[src/rtl/fifo_pkg.sv]
// Shared definitions for the FIFO stream reader: state encoding, default
// geometry and the counter-width helper.
package fifo_pkg;

    localparam int unsigned DEF_BITS  = 8;
    localparam int unsigned DEF_BURST = 4;

    typedef enum logic [1:0] {
        IDLE  = 2'd0,
        RUN   = 2'd1,
        DRAIN = 2'd2
    } state_e;

    // Width of a counter that spans 0..n-1; never narrower than one bit.
    function automatic int unsigned cnt_width(input int unsigned n);
        return (n > 1) ? $clog2(n) : 1;
    endfunction

endpackage

[src/rtl/fifo_skid_buffer.sv]
// Two-entry registered output buffer. The head entry drives the stream
// outputs directly, so data, last and valid all come straight from flops.
module fifo_skid_buffer
    import fifo_pkg::*;
#(
    parameter int unsigned BITS = DEF_BITS
) (
    input  logic            clk,
    input  logic            rst,
    input  logic            push_i,
    input  logic [BITS-1:0] push_data_i,
    input  logic            push_last_i,
    input  logic            ready_i,
    output logic [BITS-1:0] data_o,
    output logic            last_o,
    output logic            valid_o,
    output logic [1:0]      occ_o
);

    logic [BITS-1:0] head_data_q, head_data_d;
    logic [BITS-1:0] tail_data_q, tail_data_d;
    logic            head_last_q, head_last_d;
    logic            tail_last_q, tail_last_d;
    logic [1:0]      occ_q, occ_d;
    logic            valid_q, valid_d;
    logic            xfer;

    assign xfer = valid_q & ready_i;

    always_comb begin
        // NOTE: every next-state signal gets its hold value first so no path leaves it unassigned (no latches).
        head_data_d = head_data_q;
        head_last_d = head_last_q;
        tail_data_d = tail_data_q;
        tail_last_d = tail_last_q;
        occ_d       = occ_q;

        unique case (occ_q)
            2'd0: begin
                if (push_i) begin
                    head_data_d = push_data_i;
                    head_last_d = push_last_i;
                    occ_d       = 2'd1;
                end
            end
            2'd1: begin
                if (push_i && xfer) begin
                    // Head leaves as the new word arrives: it becomes the head.
                    head_data_d = push_data_i;
                    head_last_d = push_last_i;
                end else if (push_i) begin
                    tail_data_d = push_data_i;
                    tail_last_d = push_last_i;
                    occ_d       = 2'd2;
                end else if (xfer) begin
                    occ_d = 2'd0;
                end
            end
            2'd2: begin
                // Full: a push is never accepted here, so the tail is never overwritten.
                if (xfer) begin
                    head_data_d = tail_data_q;
                    head_last_d = tail_last_q;
                    occ_d       = 2'd1;
                end
            end
            default: occ_d = 2'd0;
        endcase

        valid_d = (occ_d != 2'd0);
    end

    always_ff @(posedge clk) begin
        // NOTE: the data registers are reset too, because M_DATA must read 0 out of reset.
        if (rst) begin
            head_data_q <= '0;
            head_last_q <= 1'b0;
            tail_data_q <= '0;
            tail_last_q <= 1'b0;
            occ_q       <= 2'd0;
            valid_q     <= 1'b0;
        end else begin
            head_data_q <= head_data_d;
            head_last_q <= head_last_d;
            tail_data_q <= tail_data_d;
            tail_last_q <= tail_last_d;
            occ_q       <= occ_d;
            valid_q     <= valid_d;
        end
    end

    assign data_o  = head_data_q;
    assign last_o  = head_last_q;
    assign valid_o = valid_q;
    assign occ_o   = occ_q;

endmodule

[src/rtl/fifo_stream_reader.sv]
// Pops a FIFO in fixed-size bursts and streams the words out with a last
// marker; a burst once started is always completed before going idle.
module fifo_stream_reader
    import fifo_pkg::*;
#(
    parameter int unsigned BITS  = DEF_BITS,
    parameter int unsigned BURST = DEF_BURST
) (
    input  logic            RCLK,
    input  logic            RESET,
    input  logic            ENABLE,
    input  logic            EMPTY,
    input  logic [BITS-1:0] Q,
    output logic            RE,
    output logic [BITS-1:0] M_DATA,
    output logic            M_VALID,
    input  logic            M_READY,
    output logic            M_LAST,
    output logic            BUSY
);

    localparam int unsigned PW = cnt_width(BURST);

    state_e          state_q, state_d;
    logic [PW-1:0]   popcnt_q, popcnt_d;
    logic [1:0]      occ;
    logic            pop_ok;
    logic            last_bit;

    assign last_bit = (popcnt_q == PW'(BURST - 1));

    always_comb begin
        pop_ok = 1'b0;
        unique case (state_q)
            RUN:     pop_ok = 1'b1;
            DRAIN:   pop_ok = (popcnt_q != '0);
            default: pop_ok = 1'b0;
        endcase
    end

    // Combinational pop strobe; reset gating keeps the FIFO untouched while RESET is high.
    assign RE = pop_ok & ~EMPTY & (occ < 2'd2) & ~RESET;

    always_comb begin
        popcnt_d = popcnt_q;
        if (RE) begin
            popcnt_d = last_bit ? '0 : popcnt_q + PW'(1);
        end
    end

    always_comb begin
        state_d = state_q;
        unique case (state_q)
            IDLE: begin
                if (ENABLE) state_d = RUN;
            end
            RUN: begin
                if (!ENABLE) state_d = DRAIN;
            end
            DRAIN: begin
                if (ENABLE) begin
                    state_d = RUN;
                end else if (popcnt_q == '0 && occ == 2'd0 && !RE) begin
                    state_d = IDLE;
                end
            end
            default: state_d = IDLE;
        endcase
    end

    always_ff @(posedge RCLK) begin
        if (RESET) begin
            state_q  <= IDLE;
            popcnt_q <= '0;
        end else begin
            state_q  <= state_d;
            popcnt_q <= popcnt_d;
        end
    end

    fifo_skid_buffer #(
        .BITS(BITS)
    ) u_buf (
        .clk         (RCLK),
        .rst         (RESET),
        .push_i      (RE),
        .push_data_i (Q),
        .push_last_i (last_bit),
        .ready_i     (M_READY),
        .data_o      (M_DATA),
        .last_o      (M_LAST),
        .valid_o     (M_VALID),
        .occ_o       (occ)
    );

    assign BUSY = (state_q != IDLE) | (occ != 2'd0);

endmodule

[config.mk]
export PLATFORM = sky130hd
export DESIGN_NAME = fifo_stream_reader
export DESIGN_NICKNAME = d
export VERILOG_FILES = /design/src/rtl/fifo_pkg.sv /design/src/rtl/fifo_skid_buffer.sv /design/src/rtl/fifo_stream_reader.sv
export SDC_FILE = /design/constraint.sdc
export NUM_CORES = 1
export LEC_CHECK = 0
export CORE_MARGIN = 2
export CORE_UTILIZATION = 55
export CTS_CLUSTER_SIZE = 16
export DETAILED_ROUTE_END_ITERATION = 6
export PLACE_DENSITY = 0.84
export SLEW_MARGIN = 10
export SYNTH_ARGS = -nofsm -noshare
export SYNTH_HDL_FRONTEND = slang
export SYNTH_SLANG_ARGS = --single-unit
[constraint.sdc]
create_clock -name RCLK -period 3.3 [get_ports RCLK]
set_input_delay 0.99 -clock RCLK [delete_from_list [all_inputs] [get_ports RCLK]]
set_output_delay 0.99 -clock RCLK [all_outputs]
set_load 0.02 [all_outputs]
==> impl_results.html, run 1 <==
<table>
<tr><th>Metric</th><th>Value</th></tr>
<tr><th colspan="2">Status</th></tr>
<tr><td>Outcome</td><td>complete, no violations</td></tr>
<tr><th colspan="2">Critical path</th></tr>
<tr><td>Worst Reg2Reg Path Length in Cells</td><td>7</td></tr>
<tr><td>Category of the worst setup path capture point</td><td>output pin</td></tr>
<tr><td>Startpoint type of the worst setup path</td><td>primary input</td></tr>
<tr><td>Number of buffers and inverters on the critical path</td><td>3</td></tr>
<tr><td>FF-to-FF Start</td><td>state_q[0]</td></tr>
<tr><td>Worst setup endpoint</td><td>RE</td></tr>
<tr><td>Data arrival at the endpoint of the critical path</td><td>2.25 ns</td></tr>
<tr><td>Path type of the worst setup path</td><td>primary input to output pin</td></tr>
<tr><td>R2R Path End</td><td>state_q[0]</td></tr>
<tr><td>Category of cells accounting for the largest share of critical-path delay</td><td>buffers and inverters</td></tr>
<tr><td>Slowest stage cell, crit path</td><td>clkdlybuf4s50_1</td></tr>
<tr><td>Crit path required time</td><td>2.31 ns</td></tr>
<tr><td>Start point of the critical path</td><td>EMPTY</td></tr>
<tr><td>Cell depth of the worst setup path</td><td>5</td></tr>
<tr><td>CP Max Fanout</td><td>2</td></tr>
<tr><td>Worst path cell trace</td><td>clkdlybuf4s50_1, nor4b_4, o21ai_2, inv_1, clkdlybuf4s15_1</td></tr>
<tr><td>Register-to-Register Setup Slack</td><td>1.23 ns</td></tr>
<tr><td>Biggest cell delay along the critical path</td><td>0.44 ns</td></tr>
<tr><th colspan="2">GRT</th></tr>
<tr><td>Via count of the first global-routing pass</td><td>1,111</td></tr>
<tr><td>Antenna violations before repair</td><td>0</td></tr>
<tr><td>Largest net degree at the start of global routing</td><td>29</td></tr>
<tr><td>All-Layer GR Usage</td><td>0.2292</td></tr>
<tr><td>Total grt overflow</td><td>0</td></tr>
<tr><td>Wire length of the first global-routing pass</td><td>4747 um</td></tr>
<tr><th colspan="2">Layout</th></tr>
<tr><td>Share of final-layout standard cells stronger than drive strength 1</td><td>0.07429</td></tr>
<tr><td>Layout filler cell count</td><td>191</td></tr>
<tr><td>Summed area of non-filler cells in the final layout</td><td>1617 um^2</td></tr>
<tr><td>N_diodes</td><td>0</td></tr>
<tr><td>Area overhead of the layout relative to synthesis</td><td>21.89%</td></tr>
<tr><td>Total number of nets in the final design</td><td>196</td></tr>
<tr><th colspan="2">Floorplanning</th></tr>
<tr><td>Std-Cell Core Area</td><td>2255 um^2</td></tr>
<tr><td>Horizontal extent of the die</td><td>53.11 um</td></tr>
<tr><td>Die area</td><td>2820 um^2</td></tr>
<tr><td>Vertical die dimension</td><td>53.11 um</td></tr>
<tr><td>Number of placement rows</td><td>17</td></tr>
<tr><td>Number of ports placed on the die boundary</td><td>25</td></tr>
<tr><td>Initial cell density of the core</td><td>0.5882</td></tr>
<tr><th colspan="2">Drt</th></tr>
<tr><td>Final ANT Viol Nets</td><td>0</td></tr>
<tr><td>Total vias in the final route</td><td>1,131</td></tr>
<tr><td>Drt first pass iters</td><td>4</td></tr>
<tr><td>Starting DRC count in detailed routing</td><td>19</td></tr>
<tr><td>Per-cell routed wire length</td><td>13.83 um</td></tr>
<tr><td>Post-detailed-route DRC marker count</td><td>0</td></tr>
<tr><td>Via count normalized by instance count</td><td>5.571</td></tr>
<tr><td>Total Wirelength</td><td>2807 um</td></tr>
<tr><th colspan="2">Placement</th></tr>
<tr><td>GPL Wtd Cong</td><td>0.7264</td></tr>
<tr><td>Setup WS pre-CTS</td><td>-0.2399 ns</td></tr>
<tr><td>Total placed instance area</td><td>1589 um^2</td></tr>
<tr><td>Number of buffers inserted by port buffering</td><td>24</td></tr>
<tr><td>Post-DP HPWL</td><td>1975 um</td></tr>
<tr><th colspan="2">Clock tree</th></tr>
<tr><td>Sink Count</td><td>25</td></tr>
<tr><td>Number of buffers between clock root and the deepest sink</td><td>2</td></tr>
<tr><td>Htree depth</td><td>1</td></tr>
<tr><td>Clock root buffer</td><td>clkbuf_4</td></tr>
<tr><td>Number of buffers created by CTS</td><td>3</td></tr>
<tr><td>TritonCTS clock tree</td><td>yes</td></tr>
<tr><td>Clock latency on the worst-skew pair</td><td>0.33 ns</td></tr>
<tr><td>Hold Buf Count CTS</td><td>0</td></tr>
<tr><td>Clock slew seen by the registers of the worst setup and hold paths</td><td>0.13 ns</td></tr>
<tr><th colspan="2">Synthesis</th></tr>
<tr><td>Portion of the post-synthesis area used by sequential elements</td><td>0.3774</td></tr>
<tr><td>Synth top area share</td><td>0.3774</td></tr>
<tr><td>Synth warn</td><td>0</td></tr>
<tr><td>Ys flop type</td><td>dfxtp_1</td></tr>
<tr><td>Mapped Nets</td><td>173</td></tr>
<tr><td>Share of synthesized flip-flops with an asynchronous set or reset</td><td>0</td></tr>
<tr><td>Largest cells by area after synthesis</td><td>dfxtp_1 (38%), mux2i_1 (14%), nand3_1 (6.8%), ha_1 (6.6%), nor2_1 (5.9%)</td></tr>
<tr><td>Post-synth top area cell</td><td>dfxtp_1</td></tr>
<tr><td>Most instantiated library cell after synthesis</td><td>dfxtp_1</td></tr>
<tr><td>Top cell types by occurrence after synthesis</td><td>dfxtp_1 (25), nor2_1 (21), mux2i_1 (19), nand3_1 (18), inv_1 (15)</td></tr>
<tr><td>Number of register bits inferred by synthesis</td><td>25</td></tr>
<tr><td>Cell area after synthesis</td><td>1326 um^2</td></tr>
<tr><td>Mean Syn Cell Area</td><td>8.668 um^2</td></tr>
<tr><td>Post-Syn Instances</td><td>153</td></tr>
<tr><td>Count of flip-flops with a built-in enable after synthesis</td><td>0</td></tr>
<tr><td>Count of different cell masters after synthesis</td><td>28</td></tr>
<tr><th colspan="2">Timing</th></tr>
<tr><td>Final count of hold timing violations</td><td>0</td></tr>
<tr><td>Peak clock frequency supported by timing</td><td>308.2 MHz</td></tr>
<tr><td>Post-layout worst setup margin</td><td>0.05539 ns</td></tr>
<tr><td>Worst clock skew on the final layout</td><td>0.006922 ns</td></tr>
<tr><td>Normalized max-slew margin</td><td>0.2678</td></tr>
<tr><td>Period minus WS final</td><td>3.245 ns</td></tr>
<tr><td>Number of max-slew violations in the final report</td><td>0</td></tr>
<tr><td>Period utilisation layout</td><td>0.9832</td></tr>
<tr><td>Unrepaired setup endpoints after global routing</td><td>no</td></tr>
<tr><td>Final count of negative-setup-slack endpoints</td><td>0</td></tr>
<tr><td>Measured slew at the worst slew-check pin</td><td>1.098 ns</td></tr>
<tr><td>Worst-case hold slack</td><td>0.4890 ns</td></tr>
<tr><th colspan="2">Power and ir drop</th></tr>
<tr><td>Power per cell area</td><td>443.6 nW/um^2</td></tr>
<tr><td>Worst ir drop on vdd</td><td>368.1 uV</td></tr>
<tr><td>Standby leakage power</td><td>0.6784 nW</td></tr>
<tr><th colspan="2">Run</th></tr>
<tr><td>Number of maximum-capacitance constraint violations</td><td>0</td></tr>
<tr><th colspan="2">Hold path</th></tr>
<tr><td>Path type of the worst min-delay path</td><td>flip-flop to flip-flop</td></tr>
<tr><td>Beginning of the worst hold path</td><td>popcnt_q[1]</td></tr>
</table>
## per-layer routing
metal | vias up | share of wire | track usage | routed length (um)
li1 | 567 | - | - | -
met1 | 530 | 0.45 | 0.2649 | 1254
met2 | 29 | 0.49 | 0.4104 | 1383
met3 | 5 | 0.042 | 0.03955 | 118
met4 | 0 | 0.018 | 0.09829 | 50
met5 | - | 0 | 0 | 0
## cell usage in the layout (no fill, tap or decap), types with 2 or more instances in the layout
cell type and count:
inv_1 15, nand3_1 18, a31oi_1 9, ha_1 7, dfxtp_1 25, nor3_1 2, mux2i_1 19, clkdlybuf4s50_1 23
buf_4 4, nand2b_1 3, o21ai_2 2, clkbuf_4 3, nand2_1 6, nor2_1 21, a21oi_1 4
## power breakdown
part	switching (mW)	leakage, nW	internal [mW]
combinational	0.121	0.459	0.118
clock	0.0960	0.0177	0.0456
sequential	0.0167	0.202	0.319
## repair_timing
action / in CTS / in global routing
setup buffers: 0 / 0
resized for setup: 1 / 1
setup endpoints to repair: 1 / 1
## sequential cells by signal, indices dropped and copies added (netlist names)
signal             flops
popcnt_q               2
state_q                2
u_buf.data_o           8
u_buf.last_o           1
u_buf.occ_o            2
u_buf.tail_data_q      8
u_buf.tail_last_q      1
u_buf.valid_o          1
## stage by stage
step                total power [mW]    util  setup TNS, ns  instances
global placement              0.5750  0.7048        -0.2538        199
CTS                           0.7223  0.7164              0        203
floorplan                     0.5068       -              0        153
global route                  0.7543  0.7170              0        203
finish                        0.7171  0.7170              0        203
detailed placement            0.5837  0.7048        -0.2399        199
## cell type report
cell class / instances / area (um^2) / area share
Sequential cell: 25 / 500.5 / 0.3096
Timing Repair Buffer: 28 / 270.3 / 0.1672
Clock buffer: 3 / 22.52 / 0.01393
Tap cell: 28 / 35.03 / 0.02167
Clock inverter: 1 / 5.005 / 0.003096
Inverter: 15 / 56.30 / 0.03483
Multi-Input combinational cell: 103 / 726.9 / 0.4497
## worst min path at each step
stage                   to  slack, ns  cells past startpoint
6_report       popcnt_q[1]       0.49                      2
5_1_grt        popcnt_q[1]       0.52                      2
4_1_cts        popcnt_q[1]       0.49                      2
3_5_place_dp   popcnt_q[1]       0.47                      2
3_3_place_gp   popcnt_q[1]       0.46                      2
2_1_floorplan  popcnt_q[1]       0.45                      2
## worst reg2reg max path, delay by kind of cell, from the launching register on
kind,cells,cell delay [ns]
buffers and inverters,2,0.32
flip-flops,1,0.41
multiplexers,1,0.35
AND/OR/NAND/NOR,1,0.22
AO/OA/AOI/OAI,2,0.40
adder cells (fa/ha/maj),1,0.28
## cells by family (layout without fill, tap and decap cells)
| family | count (synthesis) | after routing | share of synthesized area |
|---|---|---|---|
| DFF | 25 | 25 | 0.3774 |
| xor gates and xnor gates | 1 | 1 | 0.006605 |
| adders and majority gates | 7 | 7 | 0.06603 |
| muxes | 20 | 20 | 0.1519 |
| and+or+nand+nor | 55 | 55 | 0.2085 |
| buffers and inverters | 25 | 47 | 0.07735 |
| AOI/OAI and AO/OA | 20 | 20 | 0.1123 |
(Power assumes the default switching activity.)
==> inputs of run 2 (changes only) <==
- ABC_AREA: unset -> 1
- CORE_UTILIZATION: 55 -> 54
- PLACE_DENSITY: 0.84 -> 0.83
- RECOVER_POWER: unset -> 25
==> impl_results.html, run 2 <==
<table>
<tr><th>Metric</th><th>Value</th></tr>
<tr><th colspan="2">Status</th></tr>
<tr><td>Outcome</td><td>complete, no violations</td></tr>
<tr><th colspan="2">Floorplanning</th></tr>
<tr><td>Horizontal extent of the die</td><td>51.68 um (-2.7%)</td></tr>
<tr><td>Initial cell density of the core</td><td>0.5657 (-0.02249)</td></tr>
<tr><td>Number of placement rows</td><td>17 (unchanged)</td></tr>
<tr><td>Number of ports placed on the die boundary</td><td>25 (unchanged)</td></tr>
<tr><td>Std-Cell Core Area</td><td>2170 um^2 (-3.8%)</td></tr>
<tr><td>Vertical die dimension</td><td>51.68 um (-2.7%)</td></tr>
<tr><td>Die area</td><td>2670 um^2 (-5.3%)</td></tr>
<tr><th colspan="2">Timing</th></tr>
<tr><td>Worst-case hold slack</td><td>0.4572 ns (-0.03175 ns)</td></tr>
<tr><td>Number of max-slew violations in the final report</td><td>0 (unchanged)</td></tr>
<tr><td>Unrepaired setup endpoints after global routing</td><td>no</td></tr>
<tr><td>Period minus WS final</td><td>3.103 ns (-0.1415 ns)</td></tr>
<tr><td>Measured slew at the worst slew-check pin</td><td>0.7270 ns (-0.3711 ns)</td></tr>
<tr><td>Final count of negative-setup-slack endpoints</td><td>0 (unchanged)</td></tr>
<tr><td>Sum of negative setup slack</td><td>0 ns (unchanged)</td></tr>
<tr><td>Final count of hold timing violations</td><td>0 (unchanged)</td></tr>
<tr><td>Peak clock frequency supported by timing</td><td>322.3 MHz (+4.6%)</td></tr>
<tr><td>Normalized max-slew margin</td><td>0.5153 (+0.2475)</td></tr>
<tr><td>Worst clock skew on the final layout</td><td>0.001316 ns (-0.005606 ns)</td></tr>
<tr><td>Post-layout worst setup margin</td><td>0.1969 ns (+0.1415 ns)</td></tr>
<tr><td>Period utilisation layout</td><td>0.9403 (-0.04288)</td></tr>
<tr><th colspan="2">Drt</th></tr>
<tr><td>Final ANT Viol Nets</td><td>0 (unchanged)</td></tr>
<tr><td>Drt first pass iters</td><td>4 (unchanged)</td></tr>
<tr><td>Post-detailed-route DRC marker count</td><td>0 (unchanged)</td></tr>
<tr><td>Per-cell routed wire length</td><td>10.49 um (-24%)</td></tr>
<tr><td>Total Wirelength</td><td>2308 um (-18%)</td></tr>
<tr><td>Via count normalized by instance count</td><td>4.914 (-12%)</td></tr>
<tr><td>Starting DRC count in detailed routing</td><td>35 (+16)</td></tr>
<tr><td>Total vias in the final route</td><td>1,081 (-4.4%)</td></tr>
<tr><th colspan="2">Power and ir drop</th></tr>
<tr><td>Worst ir drop on vdd</td><td>353.1 uV (-4.1%)</td></tr>
<tr><td>Standby leakage power</td><td>0.6463 nW (-4.7%)</td></tr>
<tr><td>Power per cell area</td><td>433.0 nW/um^2 (-2.4%)</td></tr>
<tr><th colspan="2">Layout</th></tr>
<tr><td>Most frequent standard cell in the layout excluding fill and tap cells</td><td>o21ai_0</td></tr>
<tr><td>Area overhead of the layout relative to synthesis</td><td>22.32%</td></tr>
<tr><td>Core Util, Final</td><td>0.6920 (-0.02494)</td></tr>
<tr><td>Number of non-filler instances in the completed layout</td><td>220 (+8.4%)</td></tr>
<tr><td>Total number of nets in the final design</td><td>213 (+8.7%)</td></tr>
<tr><td>Most frequent cells in the layout</td><td>o21ai_0 (31), nor2_1 (28), dfxtp_1 (25), nand2_1 (23), clkdlybuf4s50_1 (23)</td></tr>
<tr><td>N_diodes</td><td>0 (unchanged)</td></tr>
<tr><td>Share of final-layout standard cells stronger than drive strength 1</td><td>0.07813 (+0.003839)</td></tr>
<tr><th colspan="2">Synthesis</th></tr>
<tr><td>Share of synthesized flip-flops with an asynchronous set or reset</td><td>0 (unchanged)</td></tr>
<tr><td>Synth warn</td><td>0 (unchanged)</td></tr>
<tr><td>Post-synth top area cell</td><td>dfxtp_1</td></tr>
<tr><td>Number of register bits inferred by synthesis</td><td>25 (unchanged)</td></tr>
<tr><td>Cell area after synthesis</td><td>1227 um^2 (-7.5%)</td></tr>
<tr><td>Count of flip-flops with a built-in enable after synthesis</td><td>0 (unchanged)</td></tr>
<tr><td>Most instantiated library cell after synthesis</td><td>o21ai_0</td></tr>
<tr><td>Mean Syn Cell Area</td><td>7.439 um^2 (-14%)</td></tr>
<tr><td>Mapped Nets</td><td>185 (+6.9%)</td></tr>
<tr><td>Synth top area share</td><td>0.4077 (+0.03039)</td></tr>
<tr><td>Largest cells by area after synthesis</td><td>dfxtp_1 (41%), o21ai_0 (13%), nor2_1 (8.6%), ha_1 (7.1%), nand2_1 (7.0%)</td></tr>
<tr><td>Top cell types by occurrence after synthesis</td><td>o21ai_0 (31), nor2_1 (28), dfxtp_1 (25), nand2_1 (23), inv_1 (21)</td></tr>
<tr><td>Portion of the post-synthesis area used by sequential elements</td><td>0.4077 (+0.03039)</td></tr>
<tr><td>Ys flop type</td><td>dfxtp_1</td></tr>
<tr><td>Count of different cell masters after synthesis</td><td>19 (-32%)</td></tr>
<tr><td>Post-Syn Instances</td><td>165 (+7.8%)</td></tr>
<tr><th colspan="2">Placement</th></tr>
<tr><td>Number of placed instances with taps included</td><td>216 (+8.5%)</td></tr>
<tr><td>Setup WS pre-CTS</td><td>-0.08037 ns (+0.1595 ns)</td></tr>
<tr><td>GPL Wtd Cong</td><td>0.7806 (+7.5%)</td></tr>
<tr><td>Post-DP HPWL</td><td>1702 um (-14%)</td></tr>
<tr><td>Number of buffers inserted by port buffering</td><td>24 (unchanged)</td></tr>
<tr><th colspan="2">Clock tree</th></tr>
<tr><td>Clock slew seen by the registers of the worst setup and hold paths</td><td>0.13 ns (about the same)</td></tr>
<tr><td>Clock latency on the worst-skew pair</td><td>0.31 ns (-0.02 ns)</td></tr>
<tr><td>Htree depth</td><td>1 (unchanged)</td></tr>
<tr><td>Number of buffers between clock root and the deepest sink</td><td>2 (unchanged)</td></tr>
<tr><td>Number of buffers created by CTS</td><td>3 (unchanged)</td></tr>
<tr><td>Clock root buffer</td><td>clkbuf_4</td></tr>
<tr><td>Hold Buf Count CTS</td><td>0 (unchanged)</td></tr>
<tr><td>Sink Count</td><td>25 (unchanged)</td></tr>
<tr><td>TritonCTS clock tree</td><td>yes</td></tr>
<tr><th colspan="2">Critical path</th></tr>
<tr><td>FF-to-FF Start</td><td>state_q[0]</td></tr>
<tr><td>R2R Path End</td><td>u_buf.tail_last_q</td></tr>
<tr><td>Crit path required time</td><td>2.31 ns (about the same)</td></tr>
<tr><td>Register-to-Register Setup Slack</td><td>1.06 ns (-0.17 ns)</td></tr>
<tr><td>Data arrival at the endpoint of the critical path</td><td>2.11 ns (-0.14 ns)</td></tr>
<tr><td>Biggest cell delay along the critical path</td><td>0.42 ns (-0.02 ns)</td></tr>
<tr><td>Path type of the worst setup path</td><td>primary input to output pin</td></tr>
<tr><td>CP Max Fanout</td><td>2 (unchanged)</td></tr>
<tr><td>Startpoint type of the worst setup path</td><td>primary input</td></tr>
<tr><td>Worst path cell trace</td><td>clkdlybuf4s50_1, inv_1, nand2_2, nor2_4, nand2_4, inv_1, dlygate4sd2_1</td></tr>
<tr><td>Most Frequent Cell on Critical Path</td><td>inv_1</td></tr>
<tr><td>Category of the worst setup path capture point</td><td>output pin</td></tr>
<tr><td>Slowest stage cell, crit path</td><td>clkdlybuf4s50_1</td></tr>
<tr><td>Category of cells accounting for the largest share of critical-path delay</td><td>buffers and inverters</td></tr>
<tr><td>Worst Reg2Reg Path Length in Cells</td><td>8 (+1)</td></tr>
<tr><td>Number of buffers and inverters on the critical path</td><td>4 (+1)</td></tr>
<tr><th colspan="2">GRT</th></tr>
<tr><td>All-Layer GR Usage</td><td>0.1910 (-0.03820)</td></tr>
<tr><td>Total grt overflow</td><td>0 (unchanged)</td></tr>
<tr><td>Via count of the first global-routing pass</td><td>946 (-15%)</td></tr>
<tr><td>Largest net degree at the start of global routing</td><td>24 (-17%)</td></tr>
<tr><td>Antenna violations before repair</td><td>0 (unchanged)</td></tr>
<tr><td>Wire length of the first global-routing pass</td><td>3870 um (-18%)</td></tr>
<tr><th colspan="2">Hold path</th></tr>
<tr><td>Hold-critical path depth</td><td>2 (unchanged)</td></tr>
<tr><td>Endpoint with the worst hold slack</td><td>u_buf.tail_data_q[2]</td></tr>
<tr><td>Path type of the worst min-delay path</td><td>flip-flop to flip-flop</td></tr>
<tr><td>Beginning of the worst hold path</td><td>u_buf.tail_data_q[2]</td></tr>
<tr><th colspan="2">Run</th></tr>
<tr><td>Number of maximum-capacitance constraint violations</td><td>0 (unchanged)</td></tr>
</table>
run 2: changes by cell type in the layout (fill, tap and decap cells not counted), sizes merged, moves of 8 or more:
cell,previous run,this run
a21oi,4,13
a31oi,9,1
mux2i,19,0
nand2,6,29
nand3,18,1
nor2,21,29
o21ai,2,31
run 2: what timing repair did:
| action | in CTS | in global routing |
|---|---|---|
| setup endpoints to repair | 1 | 0 |
| setup buffers | 0 | 0 |
| gates resized for setup | 1 | 0 |
run 2: per-layer routing:
| metal | part of all wire | GRT usage | vias up |
|---|---|---|---|
| li1 | - | - | 574 |
| met1 | 0.45 | 0.2369 | 474 |
| met2 | 0.49 | 0.3376 | 29 |
| met3 | 0.045 | 0.02586 | 4 |
| met4 | 0.013 | 0.06579 | 0 |
| met5 | 0 | 0 | - |
run 2: layout make-up:
cell class                      count  area (um^2)
Fill cell                         201        668.1
Sequential cell                    25        500.5
Multi-Input combinational cell    113        589.3
Clock buffer                        3        22.52
Clock inverter                      1        5.005
Tap cell                           28        35.03
Timing Repair Buffer               27        257.7
Inverter                           23        91.34
run 2: cells by family (layout without fill, tap and decap cells):
group / count (synthesis) / after routing / share of synthesized area
xor gates and xnor gates: 1 / 1 / 0.007137
buffers and inverters: 27 / 54 / 0.09989
AOI/OAI and AO/OA: 45 / 45 / 0.1845
adders and majority gates: 7 / 7 / 0.07135
DFF: 25 / 25 / 0.4077
and+or+nand+nor: 60 / 60 / 0.2293
run 2: worst reg2reg max path, stage by stage, from the launching register on:
cell and delay, ns:
dfxtp_1 0.42, inv_1 0.10, ha_1 0.31, nand2_2 0.07, nor2_4 0.14, buf_4 0.12, nand4_1 0.50, o21ai_0 0.40
a21oi_1 0.06
run 2: through the flow:
step	total power, mW	instance area [um^2]
after global routing	0.6864	1501
after floorplan	0.4602	1227
after global placement	0.5221	1494
final	0.6501	1501
after CTS	0.6627	1520
after detailed placement	0.5300	1494
run 2: how the worst max path moves through the flow:
stage | cells after the start | to | startpoint
after CTS | 7 | RE | RESET
after floorplan | 5 | RE | RESET
after global placement | 7 | RE | RESET
final | 7 | RE | RESET
after detailed placement | 7 | RE | RESET
after global routing | 7 | RE | RESET
run 2: report_power, final:
part | total (mW) | switching [mW] | internal, mW
clock | 0.130 | 0.0851 | 0.0452
combinational | 0.188 | 0.106 | 0.0826
sequential | 0.331 | 0.0125 | 0.319
